===== config.mk =====
export PLATFORM = sky130hd
export DESIGN_NAME = seq_generator
export DESIGN_NICKNAME = d
export VERILOG_FILES = /design/src/rtl/seq_pkg.sv /design/src/rtl/seq_gen_shifter.sv /design/src/rtl/seq_generator.sv
export SDC_FILE = /design/constraint.sdc
export NUM_CORES = 1
export LEC_CHECK = 0
export CAP_MARGIN = 20
export CORE_MARGIN = 2
export CORE_UTILIZATION = 23
export DETAILED_ROUTE_END_ITERATION = 12
export PLACE_DENSITY = 0.41
export SETUP_SLACK_MARGIN = 0.3
export SKIP_LAST_GASP = 1
export SYNTH_ARGS = -nofsm -noshare
export SYNTH_HDL_FRONTEND = slang
export SYNTH_HIERARCHICAL = 1
export SYNTH_SLANG_ARGS = --single-unit

===== constraint.sdc =====
create_clock -name clk -period 4.4 [get_ports clk]
set_clock_uncertainty 0.1 [all_clocks]
set_input_delay 0.66 -clock clk [delete_from_list [all_inputs] [get_ports clk]]
set_output_delay 0.66 -clock clk [all_outputs]
set_load 0.01 [all_outputs]

===== src/rtl/seq_pkg.sv =====
// Shared types and constants for the serial pattern transmitter.
package seq_pkg;

    typedef enum logic [1:0] {
        S_IDLE = 2'd0,
        S_SEND = 2'd1,
        S_GAP  = 2'd2,
        S_DONE = 2'd3
    } state_t;

    localparam int PAT_W_DEF = 4;
    localparam int CNT_W_DEF = 4;
    localparam int GAP_W_DEF = 3;

    localparam logic [PAT_W_DEF-1:0] DEF_PATTERN = 4'b1011;

endpackage


===== src/rtl/seq_gen_shifter.sv =====
// PAT_W-bit MSB-first shift register with a bit counter that flags the last bit of a frame.
module seq_gen_shifter #(
    parameter int PAT_W = 4
) (
    input  logic             clk,
    input  logic             reset,
    input  logic             load,
    input  logic             shift,
    input  logic [PAT_W-1:0] load_val,
    output logic             msb,
    output logic             last_bit
);

    localparam int BW = (PAT_W > 2) ? $clog2(PAT_W) : 1;

    logic [PAT_W-1:0] sr;
    logic [BW-1:0]    bit_cnt;

    always_ff @(posedge clk) begin
        if (reset) begin
            sr      <= '0;
            bit_cnt <= '0;
        end else if (load) begin
            sr      <= load_val;
            bit_cnt <= '0;
        end else if (shift) begin
            sr      <= {sr[PAT_W-2:0], 1'b0};
            bit_cnt <= bit_cnt + 1'b1;
        end
    end

    assign msb      = sr[PAT_W-1];
    assign last_bit = (bit_cnt == BW'(PAT_W - 1));

endmodule


===== src/rtl/seq_generator.sv =====
// Serial pattern transmitter: repeated MSB-first frames with optional idle gaps,
// driven by a start/busy/done handshake.
module seq_generator
    import seq_pkg::*;
#(
    parameter int               PAT_W       = PAT_W_DEF,
    parameter logic [PAT_W-1:0] DEF_PATTERN = seq_pkg::DEF_PATTERN,
    parameter int               CNT_W       = CNT_W_DEF,
    parameter int               GAP_W       = GAP_W_DEF
) (
    input  logic             clk,
    input  logic             reset,
    input  logic             start,
    input  logic             use_def,
    input  logic [PAT_W-1:0] pattern_in,
    input  logic [CNT_W-1:0] repeat_cnt,
    input  logic [GAP_W-1:0] gap_len,
    output logic             x,
    output logic             valid,
    output logic             frame_first,
    output logic             busy,
    output logic             done
);

    state_t           state, state_n;
    logic [PAT_W-1:0] pat_q, load_val;
    logic [CNT_W-1:0] frames;
    logic [GAP_W-1:0] gap_q, gap_cnt;
    logic             load, shift, latch, frame_dec, gap_ld, gap_dec;
    logic             msb, last_bit, ff_q;

    seq_gen_shifter #(.PAT_W(PAT_W)) u_shifter (
        .clk      (clk),
        .reset    (reset),
        .load     (load),
        .shift    (shift),
        .load_val (load_val),
        .msb      (msb),
        .last_bit (last_bit)
    );

    always_comb begin
        state_n   = state;
        load      = 1'b0;
        shift     = 1'b0;
        latch     = 1'b0;
        frame_dec = 1'b0;
        gap_ld    = 1'b0;
        gap_dec   = 1'b0;
        load_val  = pat_q;
        case (state)
            S_IDLE: if (start) begin
                latch    = 1'b1;
                load     = 1'b1;
                load_val = use_def ? DEF_PATTERN : pattern_in;
                state_n  = S_SEND;
            end
            S_SEND: if (!last_bit) begin
                shift = 1'b1;
            end else if (frames == '0) begin
                state_n = S_DONE;
            end else begin
                frame_dec = 1'b1;
                // zero gap reloads in place so the next MSB follows with no bubble
                if (gap_q != '0) begin
                    gap_ld  = 1'b1;
                    state_n = S_GAP;
                end else begin
                    load = 1'b1;
                end
            end
            S_GAP: if (gap_cnt == GAP_W'(1)) begin
                load    = 1'b1;
                state_n = S_SEND;
            end else begin
                gap_dec = 1'b1;
            end
            S_DONE:  state_n = S_IDLE;
            default: state_n = S_IDLE;
        endcase
    end

    always_ff @(posedge clk) begin
        if (reset) begin
            state   <= S_IDLE;
            ff_q    <= 1'b0;
            pat_q   <= '0;
            frames  <= '0;
            gap_q   <= '0;
            gap_cnt <= '0;
        end else begin
            state <= state_n;
            ff_q  <= load;
            if (latch) begin
                pat_q  <= load_val;
                frames <= repeat_cnt;
                gap_q  <= gap_len;
            end
            if (frame_dec) frames <= frames - 1'b1;
            if (gap_ld)       gap_cnt <= gap_q;
            else if (gap_dec) gap_cnt <= gap_cnt - 1'b1;
        end
    end

    // Outputs decode registered state only; no input reaches them combinationally.
    assign valid       = (state == S_SEND);
    assign x           = valid & msb;
    assign frame_first = valid & ff_q;
    assign busy        = (state == S_SEND) || (state == S_GAP);
    assign done        = (state == S_DONE);

endmodule

==> flow_summary.html <==
<table>
<tr><th>Metric</th><th>Value</th></tr>
<tr><th colspan="2">Route</th></tr>
<tr><td>Number of detailed-routing iterations run before antenna repair</td><td>4</td></tr>
<tr><td>Final wirelength</td><td>2983 µm</td></tr>
<tr><td>Number of routed nets with antenna violations</td><td>0</td></tr>
<tr><td>Routed vias/inst</td><td>4.642</td></tr>
<tr><td>Routed via count</td><td>1,114</td></tr>
<tr><td>DRC violation total after the first TritonRoute iteration</td><td>43</td></tr>
<tr><td>Final routed wire length divided by cell count</td><td>12.43 µm</td></tr>
<tr><td>DRC violation count after routing</td><td>0</td></tr>
<tr><th colspan="2">Clocking</th></tr>
<tr><td>Clk_lat worst skew</td><td>0.26 ns</td></tr>
<tr><td>Clock sinks</td><td>23</td></tr>
<tr><td>Setup Fix Bufs, Post-CTS</td><td>0</td></tr>
<tr><td>Buffer levels on the longest clock path</td><td>2</td></tr>
<tr><td>Hold buffer count at CTS</td><td>0</td></tr>
<tr><td>CTS root buffer</td><td>clkbuf_8</td></tr>
<tr><td>CTS resizes</td><td>0</td></tr>
<tr><td>CTS clock-pin slew for the worst setup and hold paths</td><td>0.08 ns</td></tr>
<tr><td>Number of H-tree branching levels</td><td>1</td></tr>
<tr><td>TritonCTS clock tree</td><td>done</td></tr>
<tr><td>Number of CTS-inserted buffers</td><td>3</td></tr>
<tr><th colspan="2">GRT</th></tr>
<tr><td>GRT Resource Usage Total</td><td>0.1037</td></tr>
<tr><td>Antenna violations before repair</td><td>0</td></tr>
<tr><td>Total congestion overflow</td><td>0</td></tr>
<tr><td>Largest net degree at the start of global routing</td><td>25</td></tr>
<tr><td>First-pass GRT wire length</td><td>5161 µm</td></tr>
<tr><td>Via count of the first global-routing pass</td><td>1,113</td></tr>
<tr><th colspan="2">Layout</th></tr>
<tr><td>Area of all placed cells without fillers</td><td>1593 µm²</td></tr>
<tr><td>Inserted Diodes</td><td>0</td></tr>
<tr><td>Net count, final</td><td>193</td></tr>
<tr><td>Share of post-route cells with drive strength above 1</td><td>0.08333</td></tr>
<tr><td>Area occupied by multi-input gates</td><td>769.5 µm²</td></tr>
<tr><td>Fillers</td><td>603</td></tr>
<tr><td>Area overhead of the layout relative to synthesis</td><td>22.88%</td></tr>
<tr><td>Area taken by flip-flops and latches</td><td>460.4 µm²</td></tr>
<tr><th colspan="2">Worst setup path</th></tr>
<tr><td>Kind of end point of the critical path</td><td>output pin</td></tr>
<tr><td>Kind of critical path</td><td>flip-flop to output pin</td></tr>
<tr><td>Slack of the worst reg-to-reg path</td><td>2.00 ns</td></tr>
<tr><td>Crit Reg-Reg Endpoint</td><td>u_shifter/sr[1]</td></tr>
<tr><td>Critical path peak fanout</td><td>9</td></tr>
<tr><td>Required time of the critical path</td><td>3.64 ns</td></tr>
<tr><td>Launching instance or port of the critical path</td><td>state[1]</td></tr>
<tr><td>Endpoint arrival time on the critical path</td><td>1.79 ns</td></tr>
<tr><td>Register-to-Register Path Depth</td><td>8</td></tr>
<tr><td>Crit path to</td><td>frame_first</td></tr>
<tr><td>Nature of the critical path startpoint</td><td>flip-flop</td></tr>
<tr><td>Reg2reg start</td><td>state[1]</td></tr>
<tr><th colspan="2">Power and ir drop</th></tr>
<tr><td>Power per unit of standard cell area</td><td>508.2 nW/µm²</td></tr>
<tr><td>Total power consumption of the routed design</td><td>809.4 µW</td></tr>
<tr><td>Leakage power figure</td><td>0.0005921 µW</td></tr>
<tr><td>Worst IR drop on VDD</td><td>0.0001865 V</td></tr>
<tr><th colspan="2">Timing</th></tr>
<tr><td>Period utilisation layout</td><td>0.5786</td></tr>
<tr><td>Clock period minus worst slack</td><td>2.546 ns</td></tr>
<tr><td>Slew at the pin closest to its max-slew limit</td><td>0.9690 ns</td></tr>
<tr><td>Setup_tns</td><td>0 ns</td></tr>
<tr><td>RSZ-0062 raised after global routing</td><td>no</td></tr>
<tr><td>Maximum clock rate</td><td>392.8 MHz</td></tr>
<tr><td>Worst hold slack after final layout</td><td>0.3891 ns</td></tr>
<tr><td>Worst slew margin relative to its limit</td><td>0.3520</td></tr>
<tr><td>Number of hold-slack violations in the final timing report</td><td>0</td></tr>
<tr><td>Pins Over Slew Limit</td><td>0</td></tr>
<tr><td>PnR worst setup slack</td><td>1.854 ns</td></tr>
<tr><td>Count of final setup violators</td><td>0</td></tr>
<tr><th colspan="2">Floorplan</th></tr>
<tr><td>Die outline width</td><td>79.07 µm</td></tr>
<tr><td>Total core area</td><td>5473 µm²</td></tr>
<tr><td># IOs</td><td>20</td></tr>
<tr><td>Starting density of the core</td><td>0.2369</td></tr>
<tr><td>Area enclosed by the die boundary</td><td>6252 µm²</td></tr>
<tr><td>Die height</td><td>79.07 µm</td></tr>
<tr><td>Number of rows in the core area</td><td>27</td></tr>
<tr><th colspan="2">Yosys</th></tr>
<tr><td>Post-Syn Area per Cell</td><td>8.642 µm²</td></tr>
<tr><td>Leading cell type by number of instances after synthesis</td><td>dfxtp_1</td></tr>
<tr><td>Total number of yosys warnings</td><td>6</td></tr>
<tr><td>Synth Net Count</td><td>174</td></tr>
<tr><td>Post-synthesis instance total</td><td>150</td></tr>
<tr><td>Share of the yosys chip area belonging to registers</td><td>0.3552</td></tr>
<tr><td>Synth Flop Type</td><td>dfxtp_1</td></tr>
<tr><td>Number of enable flip-flop cells after synthesis</td><td>0</td></tr>
<tr><td>List of most frequent post-synthesis cells</td><td>dfxtp_1, nand2_1, inv_1</td></tr>
<tr><td>Count of different cell masters after synthesis</td><td>40</td></tr>
<tr><td>Seq cells post-synth</td><td>23</td></tr>
<tr><td>Post-synthesis cell type with the largest combined area</td><td>dfxtp_1</td></tr>
<tr><td>Fraction of synthesized cell area taken by the top area cell type</td><td>0.3552</td></tr>
<tr><td>Leading post-synthesis cells by cell area</td><td>dfxtp_1, ha_1, nand2_1</td></tr>
<tr><td>Mapped cell area</td><td>1296 µm²</td></tr>
<tr><td>Async set-or-reset flop fraction in the synthesized netlist</td><td>0</td></tr>
<tr><th colspan="2">Placement</th></tr>
<tr><td>Post-DP Area</td><td>1548 µm²</td></tr>
<tr><td>Port buffer count</td><td>19</td></tr>
<tr><td>Placement-stage worst setup slack</td><td>1.772 ns</td></tr>
<tr><td>Routability congestion estimate from global placement</td><td>0.7442</td></tr>
<tr><td>Detailed Place HPWL</td><td>2227 µm</td></tr>
<tr><th colspan="2">Outcome</th></tr>
<tr><td>Status</td><td>complete, no violations</td></tr>
<tr><th colspan="2">Run</th></tr>
<tr><td>Max-cap violations</td><td>0</td></tr>
<tr><th colspan="2">Worst hold path</th></tr>
<tr><td>Count of cells along the worst hold path</td><td>2</td></tr>
<tr><td>Startpoint of the worst hold path</td><td>gap_cnt[2]</td></tr>
<tr><td>Worst hold path class</td><td>flip-flop to flip-flop</td></tr>
</table>
[critical path, stage by stage (launching register included)]
cell             delay (ns)
dfxtp_1                0.33
inv_1                  0.11
ha_1                   0.36
and2_1                 0.18
clkdlybuf4s50_1        0.53
[sequential cells by signal, summed over array words and instances (netlist names)]
signal and count:
ff_q 1, frames 4, gap_cnt 3, gap_q 3
pat_q 4, state 2, u_shifter/bit_cnt 2, u_shifter/sr 4
[kinds of logic after synthesis]
family,share of synthesized area
xor+xnor,0.006758
compound gates,0.1718
mux,0.03958
flops,0.3552
fa+ha+maj,0.08687
buf+inv,0.05116
simple gates,0.2886
[cells in the final DEF, fill, tap and decap left out, types with 2 or more instances in the layout]
cell type | Yosys | layout
a211oi_1 | 4 | 4
clkdlybuf4s50_1 | 0 | 19
and2_1 | 5 | 5
a31oi_1 | 3 | 3
nor3_1 | 7 | 7
ha_1 | 9 | 9
o21ai_1 | 4 | 4
a21oi_1 | 8 | 8
mux2i_1 | 4 | 4
nand3_1 | 8 | 8
nor2_1 | 5 | 5
a21o_1 | 2 | 2
dfxtp_1 | 23 | 23
a221oi_2 | 4 | 4
nor2b_1 | 8 | 8
nand2_1 | 19 | 19
inv_1 | 10 | 10
nand2b_1 | 2 | 2
clkbuf_8 | 0 | 3
[routing by layer]
metal / share of wire / global-route usage / wire, µm / up-vias
met3: 0.055 / 0.03068 / 164 / 2
met1: 0.47 / 0.1274 / 1405 / 527
li1: - / - / - / 564
met4: 0.0057 / 0.01897 / 17 / 0
met5: 0 / 0 / 0 / -
met2: 0.47 / 0.1805 / 1397 / 21
[how the worst min path moves through the flow]
stage / endpoint
final: gap_cnt[2]
after global routing: gap_q[0]
after CTS: gap_cnt[2]
after detailed placement: gap_cnt[2]
after global placement: gap_cnt[2]
after floorplan: gap_cnt[2]
[where the power goes]
part | switching, µW | internal [µW]
Sequential | 38.7 | 260
Clock | 67.6 | 64.6
Combinational | 204 | 175
[through the flow]
step           cells    util
3_3_place_gp     236  0.2828
6_report         240  0.2910
5_1_grt          240  0.2910
3_5_place_dp     236  0.2828
2_1_floorplan    150       -
4_1_cts          240  0.2910
[final cells by class]
type | instances | area share
clock buffer | 4 | 0.02828
inverter | 10 | 0.02357
multi-input combinational | 112 | 0.4831
sequential | 23 | 0.2891
tap | 72 | 0.05656
timing repair buffer | 19 | 0.1194
Note: power is estimated with default switching activity, not from simulation.
